`src/rtl/irq_ctrl.sv`:
```
// irq_ctrl: machine external interrupt controller with fixed lowest-index
// priority and a claim/complete handshake on a small register port.
module irq_ctrl #(
  parameter int NUM_SRC = 8
) (
  input  logic               clk_i,
  input  logic               rst_ni,
  input  logic [NUM_SRC-1:0] src_i,
  input  logic               req_i,
  input  logic               we_i,
  input  logic [3:0]         addr_i,
  input  logic [31:0]        wdata_i,
  output logic [31:0]        rdata_o,
  output logic               rvalid_o,
  output logic               irq_o
);

  typedef enum logic {IDLE, CLAIMED} state_e;

  localparam logic [1:0] A_PEND = 2'd0;
  localparam logic [1:0] A_EN   = 2'd1;
  localparam logic [1:0] A_TRIG = 2'd2;
  localparam logic [1:0] A_CLM  = 2'd3;

  state_e             state_q, state_d;
  logic [NUM_SRC-1:0] src_q, pending_q, pending_d, enable_q, enable_d;
  logic [NUM_SRC-1:0] trigger_q, trigger_d, insvc_q, insvc_d;
  logic [4:0]         claim_id_q, claim_id_d;
  logic [31:0]        rdata_q, rdata_d;
  logic               rvalid_q, rvalid_d, irq_q, irq_d;

  logic [NUM_SRC-1:0] set_ev, cand;
  logic               win_hit;
  logic [4:0]         win_idx;
  logic               rd_acc, wr_acc;

  // Address low bits and unused write-data bits are don't-care.
  logic unused_ok;
  assign unused_ok = &{1'b0, addr_i[1:0], wdata_i};

  assign rd_acc = req_i & ~we_i;
  assign wr_acc = req_i & we_i;

  // Gateway event and lowest-index enabled pending winner (pre-edge values).
  always_comb begin
    set_ev  = (trigger_q & src_i & ~src_q) | (~trigger_q & src_i);
    cand    = pending_q & enable_q;
    win_hit = 1'b0;
    win_idx = '0;
    for (int i = NUM_SRC - 1; i >= 0; i--) begin
      if (cand[i]) begin
        win_hit = 1'b1;
        win_idx = 5'(i);
      end
    end
  end

  // Next-state: register writes, claim/complete handshake, read data, irq.
  always_comb begin
    state_d    = state_q;
    pending_d  = pending_q | (set_ev & ~insvc_q);
    enable_d   = enable_q;
    trigger_d  = trigger_q;
    insvc_d    = insvc_q;
    claim_id_d = claim_id_q;
    rdata_d    = rdata_q;
    rvalid_d   = rd_acc;

    if (rd_acc) begin
      case (addr_i[3:2])
        A_PEND: rdata_d = 32'(pending_q);
        A_EN:   rdata_d = 32'(enable_q);
        A_TRIG: rdata_d = 32'(trigger_q);
        default: begin
          rdata_d = '0;
          // A claim beats a same-cycle gateway set on the winning source.
          if (state_q == IDLE && win_hit) begin
            rdata_d            = 32'(win_idx) + 32'd1;
            pending_d[win_idx] = 1'b0;
            insvc_d[win_idx]   = 1'b1;
            claim_id_d         = win_idx + 5'd1;
            state_d            = CLAIMED;
          end
        end
      endcase
    end

    if (wr_acc) begin
      case (addr_i[3:2])
        A_EN:   enable_d  = wdata_i[NUM_SRC-1:0];
        A_TRIG: trigger_d = wdata_i[NUM_SRC-1:0];
        A_CLM: begin
          if (state_q == CLAIMED && wdata_i[4:0] == claim_id_q) begin
            insvc_d = '0;
            state_d = IDLE;
          end
        end
        default: ;
      endcase
    end

    irq_d = (state_d == IDLE) && (|(pending_d & enable_d));
  end

  // State registers with asynchronous active-low reset.
  always_ff @(posedge clk_i or negedge rst_ni) begin
    if (!rst_ni) begin
      state_q    <= IDLE;
      src_q      <= '0;
      pending_q  <= '0;
      enable_q   <= '0;
      trigger_q  <= '0;
      insvc_q    <= '0;
      claim_id_q <= '0;
      rdata_q    <= '0;
      rvalid_q   <= 1'b0;
      irq_q      <= 1'b0;
    end else begin
      state_q    <= state_d;
      src_q      <= src_i;
      pending_q  <= pending_d;
      enable_q   <= enable_d;
      trigger_q  <= trigger_d;
      insvc_q    <= insvc_d;
      claim_id_q <= claim_id_d;
      rdata_q    <= rdata_d;
      rvalid_q   <= rvalid_d;
      irq_q      <= irq_d;
    end
  end

  assign rdata_o  = rdata_q;
  assign rvalid_o = rvalid_q;
  assign irq_o    = irq_q;

endmodule

```
`config.mk`:
```
export PLATFORM = sky130hd
export DESIGN_NAME = irq_ctrl
export DESIGN_NICKNAME = d
export VERILOG_FILES = /design/src/rtl/irq_ctrl.sv
export SDC_FILE = /design/constraint.sdc
export NUM_CORES = 1
export LEC_CHECK = 0
export ABC_AREA = 1
export CAP_MARGIN = 10
export CORE_ASPECT_RATIO = 0.5
export CORE_MARGIN = 1
export CORE_UTILIZATION = 25
export CTS_BUF_LIST = sky130_fd_sc_hd__clkbuf_2
export DETAILED_ROUTE_END_ITERATION = 10
export PLACE_DENSITY = 0.45
export SYNTH_ARGS = -nofsm -noshare
export SYNTH_HDL_FRONTEND = slang
export SYNTH_SLANG_ARGS = --single-unit
```
`constraint.sdc`:
```
create_clock -name clk_i -period 1.62 [get_ports clk_i]
set_input_delay 0.486 -clock clk_i [delete_from_list [all_inputs] [get_ports clk_i]]
set_output_delay 0.486 -clock clk_i [all_outputs]
set_load 0.05 [all_outputs]
```
==> flow_metrics.py, run 1 <==
metrics = {
    "outcome": {
        "status": "finished with violations",
        "violations": "setup timing",
    },
    "timing": {
        "fin_crit_sh": 1.03,
        "slew_viol_final": 0,
        "layout_setup_ws_ps": -55.0,
        "fmax_ghz": 0.597,
        "finClkSkew_ps": 14.8,
        "rsz0062_at_grt": "true",
        "hold_viol": 0,
        "fin_crit_ps": 1680,
        "finalSetupViolCount": 1,
    },
    "place": {
        "pre_cts_slack_ps": -619,
        "hpwl_microns": 5710,
        "port_buffers": 31,
        "place.gp.congestion": 0.775,
    },
    "clock_network": {
        "clock_path_buffers": 2,
        "cts_inserted_buffers": 5,
        "cts_max_level": 2,
        "clock-sinks": 55,
        "clk_pin_slew_ps": 270,
        "root_buffer": "clkbuf_2",
        "clkLatencyLatePin_ps": 470,
        "cts_tree": "done",
    },
    "drt": {
        "ant_nets": 0,
        "vias": 2367,
        "drtIter0Drc": 156,
        "drcViolationCount": 0,
        "routed_wl_microns": 7590,
        "wl_per_cell_microns": 13.1,
        "drt-pass1-iter-count": 4,
        "avgViaCountPerCell": 4.09,
    },
    "hold_path": {
        "hp-class": "primary input to flip-flop",
    },
    "job": {
        "max_cap_viol_count": 0,
    },
    "worst_setup_path": {
        "critPathCaptureType": "flip-flop",
        "cp-start-kind": "primary input",
        "path_class": "primary input to flip-flop",
        "crit_arrival_ps": 2070,
        "crit_path_frequent_cell": "nor2_4",
        "critPathMaxStageDelay_ps": 510,
        "path_cells": "clkdlybuf4s50_1 -> nand2_2 -> nor2_4 -> nand3_4 -> nor2_4 -> nand3_2 -> nand3b_1 -> nand2_1 -> nor2_2 -> a21oi_2",
        "cp_max_fo": 3,
        "critPathSlowestCell": "clkdlybuf4s50_1",
        "worstPathRequired_ps": 2020,
    },
    "synthesis": {
        "ys_seq_elements": 55,
        "yosysSeqAreaShare": 0.482,
        "avgSynthCellArea_sq_um": 8.65,
        "synth_area_sq_um": 2850,
        "ys_types": 38,
        "syn_inst": 330,
        "ys_warn_count": 0,
    },
    "floorplanning": {
        "die_height_microns": 77.6,
        "start_util": 0.258,
        "num_rows": 27,
        "io_pins": 82,
        "die_area_sq_um": 11900,
        "core_area_sq_um": 11000,
        "die_x_microns": 153,
    },
    "finish": {
        "ff_latch_area_sq_um": 1380,
        "drive_gt1_frac": 0.339,
        "multiInputGateArea_sq_um": 1300,
        "synthToLayoutAreaGrowth_pct": 41.7,
        "diodes": 0,
        "layout.nets": 482,
        "final_common_cell": "nand2_1",
        "nFillCells": 1139,
        "utilization": 0.366,
        "final_cell_mix": "nand2_1 (81), buf_4 (60), dfrtp_1 (55)",
    },
    "global_routing": {
        "grt_first_pass_wirelength_microns": 12400,
        "grt_usage": 0.138,
        "antenna_found_initial": 0,
        "grt_max_degree": 56,
        "grt-ovfl-total": 0,
        "grt_pass1_vias": 2281,
    },
    "power": {
        "p_leak_nw": 2.02,
        "peakVddDrop_uv": 361,
        "power.density_nw_per_um2": 1250,
    },
}
## registers in the layout, indices dropped and copies added (netlist names)
name,cells
enable_q,8
insvc_q,8
pending_q,8
rdata_o,8
src_q,8
trigger_q,8
claim_id_q,4
irq_o,1
rvalid_o,1
state_q,1
## per-stage QoR
step | area, sq um | instances | setup TNS, ps | power [mW] | hold slack, ps
final | 4040 | 579 | -55.0 | 5.06 | 444
after CTS | 3940 | 576 | -56.1 | 4.93 | 418
after detailed placement | 3770 | 558 | -18300 | 4.19 | 502
after global placement | 3770 | 558 | -18230 | 4.19 | 486
after global routing | 4040 | 579 | -728 | 5.42 | 403
after floorplan | 2940 | 353 | 0 | 3.25 | 190
## synth_stat cells
cell / instances / area [sq um]
nand3b_1: 3 / 22.5
inv_1: 37 / 139
o21ai_2: 4 / 35.0
nand2_2: 6 / 37.5
a31o_2: 1 / 8.76
dfrtp_1: 55 / 1380
a22oi_1: 1 / 7.51
ha_1: 1 / 12.5
buf_6: 2 / 22.5
nand4_1: 1 / 6.26
conb_1: 1 / 3.75
a21oi_1: 19 / 95.1
nor2_2: 4 / 25.0
nor2_1: 7 / 26.3
inv_2: 4 / 15.0
o21ai_1: 12 / 60.1
nor2_4: 6 / 67.6
xnor2_1: 1 / 8.76
o22ai_1: 1 / 6.26
clkbuf_1: 2 / 7.51
a41oi_1: 1 / 8.76
or2_1: 1 / 6.26
nand2_1: 96 / 360
nand3_1: 12 / 60.1
nand4_4: 1 / 21.3
nor4_4: 1 / 21.3
a22o_1: 2 / 17.5
a31oi_1: 6 / 37.5
nand4_2: 1 / 12.5
nand3_2: 4 / 40.0
o211ai_1: 1 / 7.51
xor2_1: 1 / 8.76
o21ai_0: 5 / 25.0
a21oi_2: 1 / 8.76
clkinv_1: 1 / 3.75
nand2_4: 3 / 33.8
buf_4: 24 / 180
nand3_4: 1 / 17.5
## timing repair
item	in CTS	in global routing
gates resized for setup	12	25
setup buffers	9	3
hold buffers	1	0
endpoints found under the hold margin	55	0
pin swaps	12	8
setup endpoints to repair	14	35
## power by group
group | internal, mW | leakage (nW) | total (mW) | switching [mW]
Sequential | 1.68 | 0.648 | 1.91 | 0.225
Clock | 0.104 | 0.0281 | 0.547 | 0.443
Combinational | 1.18 | 1.35 | 2.60 | 1.42
## worst paths after layout
check | from | to | slack, ps | depth (start not counted)
max | addr_i[2] | irq_o$_DFF_PN0_ | -60 | 10
min | src_i[6] | src_q[6]$_DFF_PN0_ | 440 | 1
max reg2reg | enable_q[6]$_DFF_PN0_ | irq_o$_DFF_PN0_ | -30 | 11
min reg2reg | insvc_q[6]$_DFF_PN0_ | insvc_q[6]$_DFF_PN0_ | 540 | 2
max in group asynchronous | rst_ni | irq_o$_DFF_PN0_ | 870 | 3
min in group asynchronous | rst_ni | claim_id_q[0]$_DFFE_PN0P_ | 490 | 3
## worst max-delay path: cells and delay by family
kind	cells	cell delay (ps)
compound gates	1	50
simple gates	8	1000
buf+inv	1	510
## per-layer routing
layer,track usage,vias up,wire [microns]
met1,0.208,1095,4150
met2,0.201,51,3130
met3,0.0229,7,225
met5,0,-,0
met4,0.0333,0,75
li1,-,1214,-
## final cells by class
cell class                 instances  share of cell area
inverter                          42              0.0396
tap                              145              0.0449
multi-input combinational        228               0.322
clock buffer                       6             0.00743
sequential                        55               0.340
clock inverter                     2             0.00186
timing repair buffer             101               0.244
## kinds of logic (layout without fill, tap and decap cells)
group | Yosys count | count (layout) | synth area share
xor+xnor | 2 | 2 | 0.00614
simple gates | 147 | 147 | 0.266
flops | 55 | 55 | 0.482
fa+ha+maj | 1 | 1 | 0.00438
buf+inv | 70 | 151 | 0.129
compound gates | 54 | 54 | 0.111
other cells | 1 | 24 | 0.00131
No activity file was read; power rests on OpenSTA's default activity.
==> inputs of run 2 (changes only) <==
--- a/config.mk
+++ b/config.mk
@@ -13,6 +13,7 @@
 export CTS_BUF_LIST = sky130_fd_sc_hd__clkbuf_2
 export DETAILED_ROUTE_END_ITERATION = 10
 export PLACE_DENSITY = 0.45
+export SKIP_CTS_REPAIR_TIMING = 1
 export SYNTH_ARGS = -nofsm -noshare
 export SYNTH_HDL_FRONTEND = slang
 export SYNTH_SLANG_ARGS = --single-unit
==> flow_metrics.py, run 2 (synthesized netlist as in run 1, its figures left out) <==
metrics = {
    "drt": {
        "drt-pass1-iter-count": 4,
        "ant_nets": 0,
        "avgViaCountPerCell": 4.08,
        "drtIter0Drc": 149,
        "drcViolationCount": 0,
        "vias": 2345,
        "wl_per_cell_microns": 13.3,
        "routed_wl_microns": 7630,
    },
    "worst_setup_path": {
        "path_class": "flip-flop to flip-flop",
        "critPathMaxStageDelay_ps": 460,
        "crit_arrival_ps": 2060,
        "r2r_slack_ps": -40,
        "critPathCaptureType": "flip-flop",
        "cp_max_fo": 4,
        "critPathSlowestCell": "dfrtp_1",
        "cp-start-kind": "flip-flop",
        "path_cells": "nand2_2 -> buf_6 -> nand4_1 -> nand2_2 -> nand2_2 -> nor2_4 -> nand3_2 -> nand3b_1 -> nand2_1 -> nor2_2 -> a21oi_2",
        "crit_path_frequent_cell": "nand2_2",
        "worstPathRequired_ps": 2010,
    },
    "timing": {
        "hold_viol": 0,
        "rsz0062_at_grt": "true",
        "finClkSkew_ps": 11.6,
        "layout_setup_ws_ps": -41.6,
        "fin_crit_ps": 1660,
        "finalSetupViolCount": 1,
        "slew_viol_final": 0,
        "fmax_ghz": 0.602,
        "fin_crit_sh": 1.03,
    },
    "place": {
        "dpl-instance-area_sq_um": 3770,
        "pre_cts_slack_ps": -619,
        "hpwl_microns": 5710,
        "port_buffers": 31,
        "place.gp.congestion": 0.775,
    },
    "finish": {
        "drive_gt1_frac": 0.347,
        "ff_latch_area_sq_um": 1380,
        "fin_area_sq_um": 4050,
        "final_common_cell": "nand2_1",
        "synthToLayoutAreaGrowth_pct": 41.9,
        "diodes": 0,
        "multiInputGateArea_sq_um": 1330,
        "layout.nets": 478,
        "nFillCells": 1129,
        "final_cell_mix": "nand2_1 (81), buf_4 (57), dfrtp_1 (55)",
    },
    "floorplanning": {
        "die_area_sq_um": 11900,
        "num_rows": 27,
        "die_x_microns": 153,
        "start_util": 0.258,
        "io_pins": 82,
        "die_height_microns": 77.6,
        "core_area_sq_um": 11000,
    },
    "power": {
        "peakVddDrop_uv": 382,
        "p_leak_nw": 2.03,
        "power.density_nw_per_um2": 1250,
    },
    "clock_network": {
        "clock_path_buffers": 2,
        "clkLatencyLatePin_ps": 460,
        "cts_tree": "done",
        "cts_max_level": 2,
        "clk_pin_slew_ps": 270,
        "root_buffer": "clkbuf_2",
        "cts_inserted_buffers": 5,
        "clock-sinks": 55,
    },
    "global_routing": {
        "grt-ovfl-total": 0,
        "grt_pass1_vias": 2192,
        "grt_usage": 0.134,
        "grt_first_pass_wirelength_microns": 12100,
        "grt_max_degree": 56,
        "antenna_found_initial": 0,
    },
    "outcome": {
        "status": "finished with violations",
        "violations": "setup timing",
    },
    "job": {
        "max_cap_viol_count": 0,
    },
    "hold_path": {
        "hp-class": "primary input to flip-flop",
    },
}
[run 2: cell types whose count changed in the layout (fill, tap and decap cells not counted), moves of 2 or more]
| cell | delta |
|---|---|
| nand3_2 | +3 |
| nand3_1 | -3 |
| a21oi_1 | -2 |
| dlymetal6s2s_1 | +2 |
| buf_4 | -3 |
| nor2_2 | +2 |
[run 2: cell type report]
cell class,count,area share
clock buffer,6,0.00742
clock inverter,2,0.00185
inverter,42,0.0396
multi-input combinational,228,0.329
sequential,55,0.340
tap,145,0.0448
timing repair buffer,97,0.237
[run 2: where the power goes]
group | switching [mW] | internal, mW
registers | 0.213 | 1.68
logic | 1.43 | 1.17
clock network | 0.443 | 0.104
[run 2: worst max-delay path, delay by kind of cell (launching register included)]
kind | cells | cell delay, ps
and+or+nand+nor | 9 | 990
buffers and inverters | 1 | 100
DFF | 1 | 460
AOI/OAI and AO/OA | 1 | 50
[run 2: per-layer routing]
metal	up-vias	track usage	wire length [microns]
li1	1203	-	-
met1	1079	0.206	4120
met2	54	0.189	3060
met3	9	0.0229	333
met4	0	0.0333	114
met5	-	0	0
[run 2: final timing paths]
kind                                        start                         to  cells after the start
hold reg to reg              insvc_q[6]$_DFF_PN0_       insvc_q[6]$_DFF_PN0_                      2
setup / recovery           pending_q[7]$_DFF_PN0_            irq_o$_DFF_PN0_                     11
max in group asynchronous                  rst_ni       insvc_q[0]$_DFF_PN0_                      3
setup reg to reg           pending_q[7]$_DFF_PN0_            irq_o$_DFF_PN0_                     11
min in group asynchronous                  rst_ni  claim_id_q[2]$_DFFE_PN0P_                      3
hold / removal                           src_i[6]         src_q[6]$_DFF_PN0_                      1
[run 2: through the flow]
| step | instances | hold slack [ps] | setup TNS [ps] | util | power (mW) |
|---|---|---|---|---|---|
| floorplan | 353 | 190 | 0 | - | 3.25 |
| global route | 575 | 403 | -946 | 0.367 | 5.41 |
| CTS | 566 | -58.2 | -257 | 0.345 | 4.75 |
| global placement | 558 | 486 | -18230 | 0.341 | 4.19 |
| finish | 575 | 451 | -41.6 | 0.367 | 5.05 |
| detailed placement | 558 | 502 | -18300 | 0.341 | 4.19 |
